<file path="src/rtl/div_32_seq.sv">
// div_32_seq: sequential 32-bit divider, one quotient bit per clock.
// Build option: define DIV_32_SIGNED_EN for two's-complement operands.
//
// Ports:
//   clk, rst_n    rising-edge clock, async active-low reset
//   start         request a division (sampled only in IDLE)
//   A, B          dividend / divisor, sampled on the accepting edge
//   HI, LO        remainder / quotient, registered, held until next result
//   busy          high while a division is in flight
//   done          one-cycle pulse when HI/LO are written
//   div_by_zero   set with done when B was 0, held until the next done

module div_32_seq (
    input  logic        clk,
    input  logic        rst_n,
    input  logic        start,
    input  logic [31:0] A,
    input  logic [31:0] B,
    output logic [31:0] HI,
    output logic [31:0] LO,
    output logic        busy,
    output logic        done,
    output logic        div_by_zero
);

    typedef enum logic [1:0] {
        IDLE = 2'd0,
        CALC = 2'd1,
        FIX  = 2'd2
    } state_t;

    state_t      state_q;
    state_t      state_d;

    logic [4:0]  cnt_q;
    logic [32:0] rem_q;
    logic [31:0] quo_q;
    logic [31:0] dvs_q;
    logic        neg_q_q;
    logic        neg_r_q;
    logic        dbz_q;

    logic [31:0] a_mag;
    logic [31:0] b_mag;
    logic        sgn_q;
    logic        sgn_r;

    logic [32:0] rem_sh;
    logic [33:0] trial;
    logic        fit;
    logic [31:0] lo_fix;
    logic [31:0] hi_fix;

`ifdef DIV_32_SIGNED_EN
    assign a_mag = A[31] ? (~A + 32'd1) : A;
    assign b_mag = B[31] ? (~B + 32'd1) : B;
    assign sgn_q = A[31] ^ B[31];
    assign sgn_r = A[31];
`else
    assign a_mag = A;
    assign b_mag = B;
    assign sgn_q = 1'b0;
    assign sgn_r = 1'b0;
`endif

    // Shift {rem, quo} left, then try to subtract the divisor.
    // The extra top bit of trial is the borrow: clear means it fits.
    assign rem_sh = {rem_q[31:0], quo_q[31]};
    assign trial  = {1'b0, rem_sh} - {2'b00, dvs_q};
    assign fit    = ~trial[33];

    assign lo_fix = neg_q_q ? (~quo_q + 32'd1) : quo_q;
    assign hi_fix = neg_r_q ? (~rem_q[31:0] + 32'd1) : rem_q[31:0];

    always_ff @(posedge clk or negedge rst_n) begin
        if (!rst_n) begin
            state_q <= IDLE;
        end else begin
            state_q <= state_d;
        end
    end

    always_comb begin
        state_d = state_q;
        unique case (state_q)
            IDLE: begin
                if (start) begin
                    state_d = (B == 32'd0) ? FIX : CALC;
                end
            end
            CALC: begin
                if (cnt_q == 5'd31) begin
                    state_d = FIX;
                end
            end
            FIX: begin
                state_d = IDLE;
            end
            default: begin
                state_d = IDLE;
            end
        endcase
    end

    always_ff @(posedge clk or negedge rst_n) begin
        if (!rst_n) begin
            cnt_q       <= 5'd0;
            rem_q       <= 33'd0;
            quo_q       <= 32'd0;
            dvs_q       <= 32'd0;
            neg_q_q     <= 1'b0;
            neg_r_q     <= 1'b0;
            dbz_q       <= 1'b0;
            HI          <= 32'd0;
            LO          <= 32'd0;
            busy        <= 1'b0;
            done        <= 1'b0;
            div_by_zero <= 1'b0;
        end else begin
            done <= 1'b0;
            unique case (state_q)
                IDLE: begin
                    if (start) begin
                        busy  <= 1'b1;
                        cnt_q <= 5'd0;
                        if (B == 32'd0) begin
                            // Preload the zero-divisor result so FIX
                            // writes it through the normal path.
                            rem_q   <= {1'b0, A};
                            quo_q   <= 32'hFFFF_FFFF;
                            dvs_q   <= 32'd0;
                            neg_q_q <= 1'b0;
                            neg_r_q <= 1'b0;
                            dbz_q   <= 1'b1;
                        end else begin
                            rem_q   <= 33'd0;
                            quo_q   <= a_mag;
                            dvs_q   <= b_mag;
                            neg_q_q <= sgn_q;
                            neg_r_q <= sgn_r;
                            dbz_q   <= 1'b0;
                        end
                    end
                end
                CALC: begin
                    cnt_q <= cnt_q + 5'd1;
                    rem_q <= fit ? trial[32:0] : rem_sh;
                    quo_q <= {quo_q[30:0], fit};
                end
                FIX: begin
                    HI          <= hi_fix;
                    LO          <= lo_fix;
                    div_by_zero <= dbz_q;
                    done        <= 1'b1;
                    busy        <= 1'b0;
                end
                default: begin
                    busy <= 1'b0;
                end
            endcase
        end
    end

endmodule

</file>
<file path="config.mk">
export PLATFORM = sky130hd
export DESIGN_NAME = div_32_seq
export DESIGN_NICKNAME = d
export VERILOG_FILES = /design/src/rtl/div_32_seq.sv
export SDC_FILE = /design/constraint.sdc
export NUM_CORES = 1
export LEC_CHECK = 0
export BUFFER_PORTS_ARGS = -buffer_cell sky130_fd_sc_hd__buf_2
export CORE_UTILIZATION = 52
export CTS_CLUSTER_SIZE = 30
export DETAILED_ROUTE_END_ITERATION = 8
export GPL_TIMING_DRIVEN = 1
export PLACE_DENSITY = 0.78
export RECOVER_POWER = 50
export SYNTH_ARGS = -nofsm -noshare
export SYNTH_HDL_FRONTEND = slang
export SYNTH_SLANG_ARGS = --single-unit
</file>
<file path="constraint.sdc">
create_clock -name clk -period 2.8 [get_ports clk]
set_clock_uncertainty 0.1 [all_clocks]
set_input_delay 0.14 -clock clk [delete_from_list [all_inputs] [get_ports clk]]
set_output_delay 0.14 -clock clk [all_outputs]
set_load 0.01 [all_outputs]
</file>
Word-level counts from Yosys, hierarchy flattened. Cells that the tools add are included.

Register bits: 171. Output and inout bits: 67.

$add $sub $neg: 2. Eq/ne operators: 5. Muxes and demuxes: 18. Bitwise gates (word level): 2. Reduce and logical (&&, ||, !) cells: 7.

Operator list (count): 2-to-1 mux 32 bit (6); one-hot mux 32 bit (2 select lines) (2); subtractor 33 x 32 -> 34 bit (1); zero test 32 bit (1); one-hot mux 5 bit (2 select lines) (1); AND reduction 2 bit (4); 2-to-1 mux 2 bit (3); adder 5 x 1 -> 5 bit (second input constant) (1); == test 5 bit (second input constant) (1); 2-to-1 mux 5 bit (1); != test 2 bit (second input constant) (2); one-hot mux 2 bit (2 select lines) (1); 2-to-1 mux 1 bit (3); == test 2 x 1 -> 1 bit (second input constant) (1); == test 2 bit (second input constant) (1); zero test 2 bit (1); inverter 1 bit (2); one-hot mux 1 bit (2 select lines) (1); nonzero test 2 bit (1).

Longest topological paths before layout.
Word-level depth: 4. Mapped depth: 13.

Worst setup path after synthesis. OpenSTA, ideal clock, no wires.

Path type: flip-flop to flip-flop. Start: register quo_q[31]. End: register rem_q[30]. Library setup time: 0.130 ns. Arrival: 2.572 ns. Required time: 2.570 ns. Setup slack: -0.003 ns. Stages on the path, launching flop included: 12. Path buffers: 0. Cell sequence: dfrtp_1 -> inv_1 -> ha_1 -> fa_1 -> nor2b_4 -> o31a_1 -> a21o_1 -> o31a_1 -> a311o_1 -> and4_4 -> o41ai_2 -> o31ai_1.

Cells in the longest elaborated chain, start to end: 3.

Ends and longest elaborated chain: start: declaration (line 37) `logic [31:0] quo_q;`; start signal: assignment (line 137) `quo_q <= a_mag;`; start signal: assignment (line 148) `quo_q <= {quo_q[30:0], fit};`; subtractor 33 x 32 -> 34 bit (line 69) `assign trial = {1'b0, rem_sh} - {2'b00, dvs_q};`; 2-to-1 mux 32 bit (line 147) `rem_q <= fit ? trial[32:0] : rem_sh;`; one-hot mux 32 bit (2 select lines) (line 121) `unique case (state_q)`; end signal: assignment (line 129) `rem_q <= {1'b0, A};`; end signal: assignment (line 147); end: declaration (line 36) `logic [32:0] rem_q;`.

Every way passes these cells. A chain may end at the register's enable or synchronous reset.

Worst setup path in the final report. Same ends and word-level chain as after synthesis.

==> out/metrics.yaml <==
drt_iter0_drc: 812
die_area_sq_um: 18200
ys_seq_area_share_pct: 46.6
htree_levels: 4
drive_gt1_share_pct: 24.3
yosysWarningCount: 0
port_buffers: 133
critPathMaxStageDelay_ns: 0.42
finalHoldViolations: 0
fin_util_pct: 69.2
grt_overflow: 0
power_mw: 17.7
synthCells: 958
syn-num-nets: 1060
start_util_pct: 53.2
worstPathArrival_ns: 3.10
timing.final.ws_setup_ns: -0.0761
first_global_vias: 8185
setup_viol: 16
required_ns: 3.02
gp_congestion: 0.904
wire_per_inst_microns: 18.9
die_w_microns: 135
io_pins: 134
syn_avg_cell_area_sq_um: 9.58
dp_hpwl_microns: 18900
numCtsBuffers: 17
cp.depth: 11
cts_buffer_depth: 2
hp-class: "primary input to flip-flop"
fp.dieH_microns: 135
syn2layout_area_growth_pct: 30.1
async_flop_share_pct: 100
grt_max_degree: 74
synthFlopType: "dfrtp_1"
maxSlewHeadroom_pct: -24.5
vias_per_cell: 5.86
vias: 8462
grt_usage_pct: 31.2
antenna_left: 0
worst-path-buf-inv: 1
end_kind: "flip-flop"
synth_cell_types: 63
synth_edf_count: 0
cts.sinks: 171
synth_area_leaders: "dfrtp_1 47%, mux2_2 7.7%, ha_1 4.6%, o21ai_0 4.4%, a21oi_1 4.3%"
final.min_clock_period_ns: 2.88
grt_pass1_wl_microns: 43500
setup_tns_ns: -0.526
nets: 1308
critPathMaxFanout: 3
core_sq_um: 17200
post-route-drc-count: 0
cts_tree: "built"
path_cells: "inv_2 > ha_4 > fa_2 > nor2b_4 > o31a_1 > a21o_1 > o31a_1 > a311o_1 > and4_4 > o41ai_2 > o31ai_1"
whs_ns: 0.00300
drv_cap: 1
clkTransAtPathRegs_ns: 0.07
violations: "capacitance limit, slew limit, setup timing"
syn-cell-area_sq_um: 9180
synth_seq_cells: 171
finalCritPeriodShare_pct: 103
worstMarginPinSlew_ns: 1.87
rsz0062_at_grt: "yes"
routed_wl_microns: 27300
cp_common_cell: "o31a_1"
place_worst_setup_slack_ns: -0.114
power_density_nw_per_um2: 1490
crit_family: "compound AO/OA/AOI/OAI gates"
clock_latency_ns: 0.44
antenna_found_initial: 2
p_leak_nw: 5.22
irDropWorstVdd_mv: 0.744
yosysTopAreaCellShare_pct: 46.6
min_path_cells: 3
path_class: "flip-flop to flip-flop"
start_kind: "flip-flop"
clock-root-buffer: "clkbuf_16"
reg2reg_depth: 11
core.rowCount: 48
slew_violations: 74
drt_pre_antenna_iters: 6
crit_slowest_cell: "a311o_1"
status: "finished, violations left"
synth_area_leader_cell: "dfrtp_1"
max_freq_ghz: 0.348
## repair_timing
| action | in CTS | in global routing |
|---|---|---|
| buffers inserted | 4 | 2 |
| hold endpoints to repair | 139 | 0 |
| hold buffers | 64 | 0 |
| endpoints found under the setup margin | 19 | 33 |
| pin swaps | 10 | 5 |
| resized for setup | 23 | 15 |
## cell usage after synthesis (11+ instances only)
master	count
a21oi_1	79
and3_1	11
clkbuf_1	46
dfrtp_1	171
ha_1	34
inv_1	39
mux2_2	63
nand2_1	97
nor2_1	69
nor3_1	43
nor4_1	11
o21a_1	11
o21ai_0	81
o31ai_1	35
xnor2_1	12
## through the flow
| stage | instance area [sq um] | instances |
|---|---|---|
| 3_5_place_dp | 10600 | 1342 |
| 5_1_grt | 11900 | 1444 |
| 6_report | 11900 | 1445 |
| 2_1_floorplan | 9180 | 958 |
| 3_3_place_gp | 10600 | 1342 |
| 4_1_cts | 12000 | 1441 |
## worst reg2reg max path, cell delays in order, from the launching register on
cell,delay (ns)
dfrtp_1,0.38
inv_2,0.08
ha_4,0.14
fa_2,0.24
nor2b_4,0.05
o31a_1,0.26
a21o_1,0.18
o31a_1,0.29
a311o_1,0.42
and4_4,0.23
o41ai_2,0.28
o31ai_1,0.11
## final timing paths
path / from / endpoint / slack [ns]
worst min-delay path: A[8] / quo_q[8] / 0.003
worst max register to register: quo_q[31] / rem_q[30] / -0.08
worst max-delay path: quo_q[31] / rem_q[30] / -0.08
min in group asynchronous: rst_n / quo_q[6] / 0.63
worst min register to register: HI[0] / HI[0] / 0.40
max in group asynchronous: rst_n / quo_q[25] / 0.44
## area by class of cell
cell class	count	area, sq um
clock buffers	18	429
flip-flops and latches	171	4280
clock inverters	13	168
fillers	1341	5300
repair buffers	292	1990
diodes	2	5.00
well taps	225	282
multi-input cells	685	4640
inverters	39	146
## flip-flops by register name, indices dropped and copies added, names as in the netlist
register     flops
HI              32
LO              32
dvs_q           32
quo_q           32
rem_q           32
cnt_q            5
state_q          2
busy             1
dbz_q            1
div_by_zero      1
done             1
## cell families (layout without fill, tap and decap cells)
logic type / Yosys count / in the layout / synth area share, %
multiplexers: 72 / 72 / 8.71
other: 0 / 2 / 0
flip-flops: 171 / 171 / 46.6
AO/OA/AOI/OAI: 278 / 278 / 19.2
AND/OR/NAND/NOR: 279 / 279 / 14.2
XOR/XNOR: 21 / 21 / 2.00
buffers and inverters: 102 / 362 / 4.38
adder cells (fa/ha/maj): 35 / 35 / 4.85
## report_power, final
part           internal (mW)  switching [mW]  leakage [nW]
sequential              3.68           0.726          2.02
combinational           4.90            5.98          2.93
clock                   1.40            1.04         0.275
## cells in the final DEF, fill, tap and decap left out, drive strengths merged, types with 4 or more instances in the layout
cell type,synthesis,final
a211oi,6,6
mux2i,9,9
clkbuf,48,89
nand4,8,8
o31ai,35,35
o31a,4,4
nor2b,5,5
clkinvlp,0,5
nand3,6,6
a22oi,4,4
buf,15,157
inv,39,42
nor2,70,70
xnor2,12,12
dfrtp,171,171
a31oi,10,10
nor3,43,43
nor4,11,11
a21o,10,10
a21oi,81,81
or2,6,6
xor2,9,9
dlygate4sd3,0,64
mux2,63,63
o21ai,81,81
o21a,11,11
ha,34,34
nand2,98,98
and4,7,7
nand2b,4,4
a22o,4,4
and2,4,4
and3,11,11
## routing by layer
layer  track usage (%)  vias up  share of wire [%]
met2              47.3      417                 45
li1                  -     3936                  -
met1              45.0     4062                 45
met3              6.61       47                8.6
met5                 0        -                  0
met4              9.43        0                2.0
Power figures use the tool's default switching activity.
